===== config.mk =====
export PLATFORM = sky130hd
export DESIGN_NAME = wsi_pattern_source
export DESIGN_NICKNAME = d
export VERILOG_FILES = /design/src/rtl/wsi_pattern_source.sv
export SDC_FILE = /design/constraint.sdc
export NUM_CORES = 1
export LEC_CHECK = 0
export ABC_AREA = 1
export CELL_PAD_IN_SITES_DETAIL_PLACEMENT = 0
export CELL_PAD_IN_SITES_GLOBAL_PLACEMENT = 1
export CORE_MARGIN = 4
export CORE_UTILIZATION = 40
export DETAILED_ROUTE_END_ITERATION = 10
export GPL_TIMING_DRIVEN = 0
export PLACE_DENSITY = 0.8
export SETUP_SLACK_MARGIN = 0.3
export SKIP_LAST_GASP = 1
export SYNTH_ARGS = -nofsm -noshare
export SYNTH_HDL_FRONTEND = slang
export SYNTH_SLANG_ARGS = --single-unit

===== constraint.sdc =====
create_clock -name CLK -period 2.75 [get_ports CLK]
set_input_delay 0.4125 -clock CLK [delete_from_list [all_inputs] [get_ports CLK]]
set_output_delay 0.4125 -clock CLK [all_outputs]
set_load 0.02 [all_outputs]

===== src/rtl/wsi_pattern_source.sv =====
// WSI precise-burst message source: incrementing 32-bit data pattern, honours SThreadBusy.
// Run control is strobe/config based; wsi_m_req is fully registered.
module wsi_pattern_source #(
  parameter int unsigned GAP_CYCLES = 1,
  parameter int unsigned CNT_W      = 16
) (
  input  logic             CLK,
  input  logic             RST_N,
  input  logic             start,
  input  logic             stop,
  input  logic [11:0]      msg_len,
  input  logic [CNT_W-1:0] msg_count,
  input  logic [7:0]       opcode,
  input  logic [31:0]      seed,
  output logic             busy,
  output logic             done,
  output logic             len_err,
  output logic [CNT_W-1:0] msgs_sent,
  output logic [60:0]      wsi_m_req,
  input  logic             wsi_m_SThreadBusy,
  output logic             wsi_m_MReset_n,
  input  logic             wsi_m_SReset_n
);

  typedef enum logic [1:0] {S_IDLE, S_SEND, S_GAP, S_DONE} state_t;

  localparam logic [2:0] MCMD_WRITE = 3'b001;
  localparam logic [7:0] GAP_LAST   = 8'(GAP_CYCLES - 1);

  state_t           state_q, state_d;
  logic [11:0]      len_q, len_d;
  logic [11:0]      widx_q, widx_d;
  logic [CNT_W-1:0] cnt_q, cnt_d;
  logic [CNT_W-1:0] sent_q, sent_d;
  logic [7:0]       op_q, op_d;
  logic [31:0]      data_q, data_d;
  logic [7:0]       gap_q, gap_d;
  logic             stop_pend_q, stop_pend_d;
  logic             len_err_q, len_err_d;
  logic [60:0]      req_q, req_d;
  logic             mreset_q;

  logic             issue;
  logic             last_word;
  logic             stop_now;
  logic [CNT_W-1:0] sent_inc;

  always_comb begin
    state_d     = state_q;
    len_d       = len_q;
    widx_d      = widx_q;
    cnt_d       = cnt_q;
    sent_d      = sent_q;
    op_d        = op_q;
    data_d      = data_q;
    gap_d       = gap_q;
    stop_pend_d = stop_pend_q;
    len_err_d   = len_err_q;
    req_d       = '0;

    issue     = (state_q == S_SEND) && !wsi_m_SThreadBusy && wsi_m_SReset_n;
    last_word = (widx_q == len_q);
    // a stop arriving on the deciding edge counts the same as one already pending
    stop_now  = stop_pend_q | stop;
    sent_inc  = sent_q + 1'b1;

    case (state_q)
      S_IDLE, S_DONE: begin
        if (start) begin
          if (msg_len != '0) begin
            state_d     = S_SEND;
            len_d       = msg_len;
            cnt_d       = msg_count;
            op_d        = opcode;
            data_d      = seed;
            widx_d      = 12'd1;
            sent_d      = '0;
            stop_pend_d = 1'b0;
            len_err_d   = 1'b0;
          end else begin
            len_err_d = 1'b1;
          end
        end
      end
      S_SEND: begin
        if (stop) stop_pend_d = 1'b1;
        if (issue) begin
          req_d  = {MCMD_WRITE, last_word, 1'b1, len_q, data_q, 4'hF, op_q};
          data_d = data_q + 32'd1;
          if (last_word) begin
            widx_d = 12'd1;
            sent_d = sent_inc;
            if (stop_now || (cnt_q != '0 && sent_inc == cnt_q)) begin
              state_d     = S_DONE;
              stop_pend_d = 1'b0;
            end else if (GAP_CYCLES != 0) begin
              state_d = S_GAP;
              gap_d   = '0;
            end
          end else begin
            widx_d = widx_q + 12'd1;
          end
        end
      end
      S_GAP: begin
        if (stop) stop_pend_d = 1'b1;
        if (gap_q == GAP_LAST) begin
          if (stop_now) begin
            state_d     = S_DONE;
            stop_pend_d = 1'b0;
          end else begin
            state_d = S_SEND;
          end
        end else begin
          gap_d = gap_q + 8'd1;
        end
      end
      default: state_d = S_IDLE;
    endcase
  end

  always_ff @(posedge CLK or negedge RST_N) begin
    if (!RST_N) begin
      state_q     <= S_IDLE;
      len_q       <= '0;
      widx_q      <= '0;
      cnt_q       <= '0;
      sent_q      <= '0;
      op_q        <= '0;
      data_q      <= '0;
      gap_q       <= '0;
      stop_pend_q <= 1'b0;
      len_err_q   <= 1'b0;
      req_q       <= '0;
      mreset_q    <= 1'b0;
    end else begin
      state_q     <= state_d;
      len_q       <= len_d;
      widx_q      <= widx_d;
      cnt_q       <= cnt_d;
      sent_q      <= sent_d;
      op_q        <= op_d;
      data_q      <= data_d;
      gap_q       <= gap_d;
      stop_pend_q <= stop_pend_d;
      len_err_q   <= len_err_d;
      req_q       <= req_d;
      mreset_q    <= 1'b1;
    end
  end

  assign busy           = (state_q == S_SEND) || (state_q == S_GAP);
  assign done           = (state_q == S_DONE);
  assign len_err        = len_err_q;
  assign msgs_sent      = sent_q;
  assign wsi_m_req      = req_q;
  assign wsi_m_MReset_n = mreset_q;

endmodule

# == Word-level counts from Yosys, hierarchy flattened ==
# Cells that the tools add are included.
# word_totals
reg_bits,170
wordCells,88
# op_classes
n_eq_ne,12
bitwise,1
mux,39
n_reduce_logical,20
n_addsub,4
# op_table
operator,n
2-to-1 mux 59 bit,2
2-to-1 mux 32 bit,3
2-to-1 mux 16 bit,4
case mux 32 bit (2 select lines),1
2-to-1 mux 12 bit,4
"adder 32 x 1 -> 32 bit, second input constant",1
2-to-1 mux 8 bit,4
case mux 16 bit (2 select lines),1
case mux 12 bit (2 select lines),1
"adder 16 x 1 -> 16 bit, second input constant",1
equality test 16 bit,1
case mux 8 bit (2 select lines),1
nonzero test 16 bit,1
AND reduction 5 bit,3
"inequality test 2 bit, second input constant",7
"adder 12 x 1 -> 12 bit, second input constant",1
equality test 12 bit,1
2-to-1 mux 2 bit,6
nonzero test 12 bit,1
2-to-1 mux 1 bit,10
"adder 8 x 1 -> 8 bit, second input constant",1
logical NOT 8 bit,1
case mux 2 bit (3 select lines),1
"equality test 2 bit, second input constant",2
other kinds (12),17

# == Logic depth before layout (Yosys ltp) ==
# depth
ltp_word,8
depth_mapped,16
mapped_depth_nobuf,16

# == Least setup slack after synthesis ==
# OpenSTA, ideal clock, no wires.
# synth_path
kind,register to register
startpoint,"reg sent_q[1], in the netlist msgs_sent[1]"
endpoint,reg gap_q[2]
required_time_ns,2.633
setup_time_ns,0.117
path_buffers,0
path_slack_ns,0.827
arrival_time_ns,1.806
stages_incl_launch_ff,17
path_cell_list,dfrtp_1 ha_1 nand3_1 nor2_2 nand3_1 nand2_1 nand2_1 nand2_1 nand2_1 nand2_1 nor2_1 nand3_1 nand2_2 nand2_4 nand2_4 nand2_1 nand2_1
# synth_via
elab_chain_cells,6
# synth_rtl
element,line_no,rtl
"start, declared",34,"logic [CNT_W-1:0] sent_q, sent_d;"
"start signal, assigned",141,sent_q <= sent_d;
adder 16 x 1 -> 16 bit,65,sent_inc = sent_q + 1'b1;
equality test 16 bit,93,if (stop_now || (cnt_q != '0 && sent_inc == cnt_q)) begin
logical AND 1 bit,93,
logical OR 1 bit,93,
inequality test 2 bit (no line),-,
AND reduction 5 bit (no line),-,
"end signal, assigned",144,gap_q <= gap_d;
"end, declared",37,"logic [7:0] gap_q, gap_d;"
# Every way passes these cells.
# A chain may end at the register's enable or synchronous reset.

# == Worst setup path after layout ==
# layout_path
startpoint,in msg_len[9]
endpoint,reg data_q[29]
# layout_via
elab_chain_cells,3
# layout_rtl
element,line_no,rtl
"start, declared",11,"input logic [11:0] msg_len,"
nonzero test 12 bit,70,if (msg_len != '0) begin
inequality test 2 bit (no line),-,
AND reduction 4 bit (no line),-,
"end signal, assigned",143,data_q <= data_d;
"end, declared",36,"logic [31:0] data_q, data_d;"
# Every way passes these cells.

==> summary.txt <==
Outcome
  • Status: complete, no violations

STA
  • Tcrit/Tclk final: 0.830
  • Skew final: 0.0126 ns
  • Final Setup Violations: 0
  • Final worst setup slack: 0.467 ns
  • RSZ-0062 raised after global routing: true
  • Least-Margin Pin Slew: 0.655 ns
  • Max Clk Rate: 438 MHz
  • Setup TNS: 0 ns
  • Slew headroom: 0.563
  • Fin crit period: 2.28 ns
  • Slew Limit Fails: 0
  • Hold Violations, Final: 0

Route
  • Vias post-DR: 7,398
  • Wire length after detailed routing: 23,200 um
  • Mean number of vias per cell: 4.94
  • DR iter-0 viols: 460
  • First-pass iteration count of the detailed router: 5
  • Final ANT Viol Nets: 0
  • Residual DRC count: 0
  • Drt wl/cell: 15.5 um

Final layout
  • Layout area overhead: 31.2%
  • Most frequent cells in the layout: nand2_1 (230), dfrtp_1 (161), clkdlybuf4s50_1 (150)
  • Layout cells sized above 1: 0.0856
  • Commonest non-fill, non-tap cell in the layout: nand2_1
  • Fillers: 1,908
  • Layout Utilization: 0.533
  • Multi-input logic area: 3460 sq um
  • Antenna cells: 0
  • Reg area: 4080 sq um
  • Layout Nets: 1,296

Power
  • Leak Pwr: 0.00499 uW
  • Sw frac: 0.448
  • Combinational group share of total power: 0.443
  • Maximum VDD drop: 455 uV
  • Total internal power: 6100 uW
  • Clk network pwr share: 0.215
  • Switch Pwr: 4940 uW
  • Power Density: 1020 nW/um^2
  • Sequential Power Share: 0.342

Synth
  • Number of synthesized register bits: 163
  • EDFF count, synth: 0
  • Synth Flop Type: dfrtp_1
  • Yosys cell types: 50
  • Seq/Total Area, Yosys: 0.496
  • Synth top area cells: dfrtp_1 (50%), nand2_1 (11%), nor2_1 (5.9%), inv_1 (5.8%), o21ai_0 (5.7%)
  • Mapped Cells: 1,036
  • Mapped Area: 8220 sq um
  • Mapped Avg Cell Area: 7.94 sq um
  • Synth Warn #: 0
  • FFs w/ async S/R, synth: 1.00
  • Leading area contributor after synthesis: dfrtp_1
  • Synth top area share: 0.496

CTS
  • Clk buf depth: 2
  • Worst-path clk slew: 0.08 ns
  • Clock sink count: 163
  • Clock insertion delay at the later pin of the skew report: 0.43 ns
  • Root buf cell: clkbuf_16
  • CTS tree: yes
  • Number of H-tree levels: 4
  • Inserted Clock Buffers: 17

Critical path
  • Crit Path Max Fanout: 10
  • Req. time, crit path: 3.05 ns
  • Max stage delay on crit path: 0.44 ns
  • Crit path buf inv count: 4
  • Data arrival, critical path: 2.59 ns
  • Cell class contributing the biggest share of worst-path delay: simple AND/OR/NAND/NOR gates
  • Nature of the critical path endpoint: flip-flop
  • CP Launch Type: input port
  • Worst path most repeated cell: nand2_1
  • Worst path slowest cell: clkdlybuf4s50_1
  • Critical path, cell by cell: clkdlybuf4s50_1 -> nor4_1 -> nand2_1 -> nand2_2 -> nand2_1 -> nand2_1 -> inv_1 -> clkbuf_4 -> clkbuf_4 -> o211ai_1 -> o21ai_0
  • R2R Path Start: msgs_sent[0]$_DFFE_PN0P_
  • Crit path kind: input port to flip-flop
  • Crit path launch: msg_len[9]

Hold path
  • HP Class: input port to asynchronous set/reset pin

Die
  • Row Count: 52
  • Core Box Area: 20,200 sq um
  • Die width: 151 um
  • Vert. Die Dim: 151 um
  • Initial Utilization: 0.406
  • Top-Level Pins: 155
  • Die area: 22,900 sq um

GRT
  • Vias in the first global route: 7,013
  • Largest net degree at the start of global routing: 109
  • Global-route wire length before repair: 36,600 um
  • Remaining Overflow, GRT: 0
  • All-Layer GR Usage: 0.206
  • Initial antenna violation count: 0

Place
  • Pre-CTS setup slack: -0.108 ns
  • Dpl hpwl: 17,100 um
  • Port-buffer cells: 152
  • Routability Congestion: 0.839

Flow run
  • Max-cap viol count: 0
==> through the flow <==
step | hold WS, ns | instances | power (uW) | cell area (sq um)
floorplan | 0.117 | 1037 | 6820 | 8230
global placement | 0.469 | 1459 | 8580 | 10100
detailed placement | 0.364 | 1460 | 8640 | 10100
CTS | 0.491 | 1493 | 11000 | 10700
global route | 0.517 | 1497 | 11900 | 10800
finish | 0.475 | 1497 | 11000 | 10800
==> cell type report <==
cell class / instances / area share
Clock buffer: 17 / 0.0394
Buffer: 40 / 0.0207
Sequential cell: 163 / 0.378
Timing Repair Buffer: 158 / 0.148
Multi-Input combinational cell: 701 / 0.321
Clock inverter: 15 / 0.0151
Tap cell: 270 / 0.0313
Inverter: 133 / 0.0463
==> what timing repair did <==
item | in CTS | in global routing
pin swaps | 0 | 1
hold buffers | 1 | 0
setup buffers | 0 | 4
setup endpoints to repair | 12 | 73
resized for setup | 2 | 25
endpoints found under the hold margin | 55 | 0
==> path summary, 6_finish.rpt <==
check / endpoint / slack, ns / depth (start not counted)
min in group CLK: wsi_m_req[3]$_DFF_PN0_ / 0.49 / 2
worst min register to register: wsi_m_req[3]$_DFF_PN0_ / 0.49 / 2
worst max register to register: gap_q[3]$_DFFE_PN0P_ / 0.48 / 16
max in group asynchronous: data_q[2]$_DFFE_PN0P_ / 1.39 / 3
worst max-delay path: data_q[29]$_DFFE_PN0P_ / 0.47 / 11
worst min-delay path: msgs_sent[12]$_DFFE_PN0P_ / 0.47 / 2
==> power groups by stage <==
stage	combinational, uW	sequential [uW]	clock, uW
2_1_floorplan	2950	3880	0
3_3_place_gp	4770	3810	0
3_5_place_dp	4830	3810	0
4_1_cts	4860	3770	2410
5_1_grt	5500	3880	2510
6_report	4900	3780	2370
==> routing by layer <==
| metal | routed length [um] | up-vias | share of wire | GRT usage |
|---|---|---|---|---|
| met1 | 11000 | 3474 | 0.47 | 0.298 |
| met2 | 10600 | 202 | 0.46 | 0.317 |
| met5 | 0 | - | 0 | 0 |
| met4 | 331 | 0 | 0.014 | 0.0562 |
| li1 | - | 3697 | - | - |
| met3 | 1310 | 25 | 0.056 | 0.0386 |
==> cell usage after synthesis, types with 3 or more instances <==
cell,count
nand3_1,64
nand2_1,230
nor3b_1,4
o21ai_0,94
nor2_2,4
clkbuf_1,22
o31ai_1,5
ha_1,8
or2_2,5
inv_1,128
nor4_1,3
o22ai_1,10
inv_2,4
nand2_2,8
nor2_4,6
nor3_1,21
buf_2,4
a21oi_1,29
nor2_1,130
nand4_1,26
buf_4,10
xor2_1,19
nand2_4,3
o211ai_1,3
dfrtp_1,163
nor3_2,3
==> registers in the layout (all words and copies together) (netlist names), 8 cells and up <==
name	flops
cnt_q	16
msgs_sent	16
widx_q	12
gap_q	8
data_q	32
op_q	8
wsi_m_req	54
len_q	12
==> cell families after synthesis <==
family / after synthesis / synth area share
xor+xnor: 21 / 0.0240
simple gates: 512 / 0.276
fa+ha+maj: 8 / 0.0122
compound gates: 157 / 0.105
other cells: 2 / 0.000913
flops: 163 / 0.496
buf+inv: 173 / 0.0852
No activity file was read; power rests on OpenSTA's default activity.
